## config.mk

```make
export PLATFORM = sky130hd
export DESIGN_NAME = xup_sipo4_rx
export DESIGN_NICKNAME = d
export VERILOG_FILES = /design/src/rtl/xup_lib_defs_pkg.sv /design/src/rtl/xup_sipo_shift4.sv /design/src/rtl/xup_sipo4_rx.sv
export SDC_FILE = /design/constraint.sdc
export NUM_CORES = 1
export LEC_CHECK = 0
export CORE_AREA = 2 2 39 41
export CTS_BUF_LIST = sky130_fd_sc_hd__clkbuf_8
export DETAILED_ROUTE_END_ITERATION = 10
export DIE_AREA = 0 0 41 43
export MAX_ROUTING_LAYER = met4
export PLACE_DENSITY_LB_ADDON = 0.25
export SYNTH_ARGS = -nofsm -noshare
export SYNTH_HDL_FRONTEND = slang
export SYNTH_SLANG_ARGS = --single-unit
```

## constraint.sdc

```tcl
create_clock -name clk -period 3.7 [get_ports clk]
set_input_delay 0.74 -clock clk [delete_from_list [all_inputs] [get_ports clk]]
set_output_delay 0.74 -clock clk [all_outputs]
set_load 0.01 [all_outputs]
```

## src/rtl/xup_lib_defs_pkg.sv

```systemverilog
// Shared definitions for the XUP serial-to-parallel word assembler.
// Word/counter widths, buffer state encodings and the bit-insertion helper.
package xup_lib_defs;

    localparam int WORD_W = 4;
    localparam int CNT_W  = 2;

    typedef enum logic {
        EMPTY = 1'b0,
        FULL  = 1'b1
    } buf_state_t;

    // MSB-first pushes new bits in at bit 0 so the first bit ends up in the top bit;
    // LSB-first pushes in at the top so the first bit walks down to bit 0.
    function automatic logic [WORD_W-1:0] shift_in(
        input logic [WORD_W-1:0] cur,
        input logic              bit_in,
        input logic              msb_first
    );
        logic [WORD_W-1:0] nxt;
        if (msb_first) begin
            nxt = {cur[WORD_W-2:0], bit_in};
        end else begin
            nxt = {bit_in, cur[WORD_W-1:1]};
        end
        return nxt;
    endfunction

endpackage

```

## src/rtl/xup_sipo_shift4.sv

```systemverilog
// Four-bit serial shift stage with bit counter.
// Flags the edge that accepts the fourth bit and presents the finished word alongside it.
import xup_lib_defs::*;

module xup_sipo_shift4 #(
    parameter bit MSB_FIRST = 1'b1
) (
    input  logic              clk,
    input  logic              resetn,
    input  logic              clear,
    input  logic              sin,
    input  logic              sin_valid,
    output logic [WORD_W-1:0] word_done,
    output logic              done,
    output logic [CNT_W-1:0]  bit_count
);

    localparam logic [CNT_W-1:0] LAST_BIT = CNT_W'(WORD_W - 1);

    logic [WORD_W-1:0] shift_q;
    logic [WORD_W-1:0] shift_d;
    logic [WORD_W-1:0] shift_next;
    logic [CNT_W-1:0]  cnt_q;
    logic [CNT_W-1:0]  cnt_d;

    always_comb begin
        shift_next = shift_in(shift_q, sin, MSB_FIRST);
        shift_d    = shift_q;
        cnt_d      = cnt_q;
        done       = 1'b0;
        // clear outranks a simultaneous sample: the bit is discarded
        if (clear) begin
            shift_d = '0;
            cnt_d   = '0;
        end else if (sin_valid) begin
            shift_d = shift_next;
            cnt_d   = cnt_q + CNT_W'(1);
            done    = (cnt_q == LAST_BIT);
        end
    end

    always_ff @(posedge clk or negedge resetn) begin
        if (!resetn) begin
            shift_q <= '0;
            cnt_q   <= '0;
        end else begin
            shift_q <= shift_d;
            cnt_q   <= cnt_d;
        end
    end

    assign word_done = shift_next;
    assign bit_count = cnt_q;

endmodule

```

## src/rtl/xup_sipo4_rx.sv

```systemverilog
// Serial-to-parallel nibble receiver with a one-word valid/ready output buffer,
// sticky overrun on dropped words and an all-ones flag on the presented word.
//
//   state | meaning
//   EMPTY | no unconsumed word; out_valid=0
//   FULL  | word holds an unconsumed word; out_valid=1
import xup_lib_defs::*;

module xup_sipo4_rx #(
    parameter int DELAY     = 3,
    parameter bit MSB_FIRST = 1'b1
) (
    input  logic              clk,
    input  logic              resetn,
    input  logic              clear,
    input  logic              sin,
    input  logic              sin_valid,
    output logic [WORD_W-1:0] word,
    output logic              out_valid,
    input  logic              out_ready,
    output logic              all_ones,
    output logic              overrun,
    output logic [CNT_W-1:0]  bit_count
);

    // DELAY only described gate propagation in the behavioural library model;
    // registered outputs here switch directly on the clock edge.
    if (DELAY < 0) begin : g_delay_range
    end

    buf_state_t        state_q;
    buf_state_t        state_d;
    logic [WORD_W-1:0] word_q;
    logic [WORD_W-1:0] word_d;
    logic              overrun_q;
    logic              overrun_d;
    logic [WORD_W-1:0] word_done;
    logic              done;

    xup_sipo_shift4 #(
        .MSB_FIRST (MSB_FIRST)
    ) u_shift (
        .clk       (clk),
        .resetn    (resetn),
        .clear     (clear),
        .sin       (sin),
        .sin_valid (sin_valid),
        .word_done (word_done),
        .done      (done),
        .bit_count (bit_count)
    );

    always_ff @(posedge clk or negedge resetn) begin
        if (!resetn) begin
            state_q   <= EMPTY;
            word_q    <= '0;
            overrun_q <= 1'b0;
        end else begin
            state_q   <= state_d;
            word_q    <= word_d;
            overrun_q <= overrun_d;
        end
    end

    always_comb begin
        state_d   = state_q;
        word_d    = word_q;
        overrun_d = overrun_q;
        unique case (state_q)
            EMPTY: begin
                if (done) begin
                    state_d = FULL;
                    word_d  = word_done;
                end
            end
            FULL: begin
                if (out_ready) begin
                    // consume and reload on the same edge keeps valid high with no bubble
                    if (done) begin
                        word_d = word_done;
                    end else begin
                        state_d = EMPTY;
                    end
                end else if (done) begin
                    overrun_d = 1'b1;
                end
            end
            default: begin
                state_d = EMPTY;
            end
        endcase
    end

    assign word      = word_q;
    assign out_valid = (state_q == FULL);
    assign all_ones  = out_valid && (word_q == {WORD_W{1'b1}});
    assign overrun   = overrun_q;

endmodule

```

==> out/metrics.csv <==
stage,metric,value,unit
final_layout,n_diodes,0,
pwr,LEAKAGE,0.3350,nW
sta,Max Clock Skew,0.6843,ps
critical_path,Worst Path Buf+Inv,1,
die,Ports,15,
min_path,min-delay worst type,reg -> reg,
grt,total gr overflow,0,
final_layout,fin nets,60,
critical_path,"Largest delay share family, worst path",buffers and inverters,
route,initial DRC count,1,
synth,post-synthesis cell type count,13,
synth,Post-Synthesis Cells,35,
sta,Final Cycle Share,0.5554,
clock_network,Setup Buffers After CTS,0,
grt,initial antenna violation count,0,
sta,Slew HR,0.6750,
clock_network,CTS tree,built,
synth,Syn Std Cell Area,471.7,um^2
synth,Synth top area share,0.5836,
clock_network,H-tree level count,1,
grt,largest net degree at the start of global routing,12,
synth,Yosys top cell by area,dfrtp_1,
final_layout,fin util,0.4837,
placement,Final HPWL DP,686.8,um
final_layout,share of post-route cells with drive strength above 1,0.1731,
clock_network,Root Driver,clkbuf_8,
critical_path,Critical-path top delay cell,clkdlybuf4s50_1,
synth,"Seq/Total Area, Yosys",0.5836,
critical_path,largest stage delay on the critical path,530,ps
placement,final RePlAce weighted congestion,0.7452,
clock_network,"Clk pin slew, worst setup/hold paths",50,ps
clock_network,CTS Hold Buffers Added,0,
synth,"FF+latch count, synth",11,
sta,sum of negative setup slack,0,ps
sta,post-route minimum period,2055,ps
die,Die ar.,1763,um^2
clock_network,CTS buffer count,3,
route,Avg Vias per Cell,4.441,
critical_path,crit-path max FO,3,
critical_path,critical path startpoint category,flop,
route,routed length per placed instance,12.68,um
clock_network,"Clk Latency, worst-skew pair",230,ps
final_layout,Area growth syn-to-layout,41.91,%
sta,Final setup viols,0,
pwr,Design Power,0.2846,mW
synth,post-synth net total,42,
route,final wirelength,862,um
sta,Slew Limit Fails,0,
sta,Tightest Pin Transition,486.0,ps
flow_run,max cap viols,0,
die,Die H,43,um
critical_path,arrival time at the worst endpoint,1310,ps
critical_path,kind of critical path,reg -> out,
pwr,Power Dens Cells,425.2,nW/um^2
route,DR pass1 iterations,2,
die,die span in x,41,um
critical_path,WP data required,2960,ps
route,DRC Markers,0,
synth,synth warn,0,
die,# rows,14,
die,initial core utilization,0.3409,
route,Antenna Nets Post-Route,0,
die,Core Area,1384,um^2
synth,Mean Syn Cell Area,13.48,um^2
clock_network,post-CTS resize count,0,
grt,vias in the first global route,340,
grt,first-pass GRT wire length,1.428,mm
grt,Tot GR Track Use,0.1292,
placement,Port Buf Inserts,14,
clock_network,Sink Count,11,
sta,RSZ-0062 raised after global routing,no,
critical_path,CP endpoint kind,primary output,
outcome,status,finished clean,
critical_path,CP Cell Sequence,"nand3_1, nor2_1, clkdlybuf4s50_1",
sta,final hold viol count,0,
synth,largest cells by area after synthesis,"dfrtp_1, mux2_2, mux2i_1",
pwr,worst vdd ir,0.0002098,V
sta,fmax,0.4867,GHz
clock_network,Longest Clk Path Bufs,2,
route,vias,302,
routing by layer:
layer / part of all wire / up-vias / global-route usage
met5: 0 / - / -
met4: 0 / 0 / 0.08000
met3: 0.060 / 0 / 0.03141
met2: 0.52 / 9 / 0.2000
met1: 0.42 / 141 / 0.1409
li1: - / 152 / -
power by group:
part	internal, mW	switching (mW)	total, mW
Combinational	0.0224	0.0148	0.0372
Clock	0.0725	0.0412	0.114
Sequential	0.128	0.00606	0.134
state kept, by name, summed over array words and instances, names as in the netlist:
name	count
u_shift.shift_q	3
word	4
overrun	1
out_valid	1
u_shift.bit_count	2
through the flow:
step / cells / cell area (um^2) / hold slack [ps] / setup slack (ps)
finish: 68 / 669.4 / 475.0 / 1645
floorplan: 35 / 471.7 / 444.4 / 2118
detailed placement: 64 / 624.3 / 469.7 / 1477
global placement: 64 / 624.3 / 466.2 / 1512
global route: 68 / 669.4 / 511.8 / 1550
CTS: 68 / 669.4 / 484.1 / 1629
cell type report:
class | count | area [um^2]
Timing Repair Buffer | 14 | 140.1
Fill cell | 133 | 714.4
Clock inverter | 1 | 3.754
Multi-Input combinational cell | 23 | 188.9
Clock buffer | 3 | 41.29
Tap cell | 16 | 20.02
Sequential cell | 11 | 275.3
placed cells by master, fill, tap and decap left out:
cell / instances
clkdlybuf4s50_1: 14
dfrtp_1: 11
nor2_1: 6
mux2_2: 4
mux2i_1: 4
clkbuf_8: 3
nand2_1: 2
nand3_1: 1
nand2b_1: 1
nand3b_4: 1
nor2b_4: 1
xnor2_1: 1
o21bai_1: 1
ha_1: 1
inv_1: 1
worst paths after layout:
path / cells after the start / to / startpoint / slack, ps
min reg2reg: 1 / overrun / overrun / 480
min in group asynchronous: 1 / u_shift.bit_count[0] / resetn / 840
max reg2reg: 4 / word[0] / u_shift.bit_count[0] / 2340
max: 3 / all_ones / word[0] / 1650
max in group asynchronous: 1 / u_shift.bit_count[1] / resetn / 2530
min: 1 / overrun / overrun / 480
synth_stat cells (all sizes together):
library cell,n
mux2i,4
mux2,4
nor2b,1
o21bai,1
buf,1
dfrtp,11
nand3b,1
nand2b,1
nor2,6
xnor2,1
nand3,1
ha,1
nand2,2
kinds of logic (layout without fill, tap and decap cells):
group,Yosys count,count (layout),share of synthesized area
multiplexers,8,8,0.1804
AO/OA/AOI/OAI,1,1,0.01592
adder cells (fa/ha/maj),1,1,0.02652
AND/OR/NAND/NOR,12,12,0.1591
buffers and inverters,1,18,0.01592
XOR/XNOR,1,1,0.01857
flip-flops,11,11,0.5835
Power figures use the tool's default switching activity.
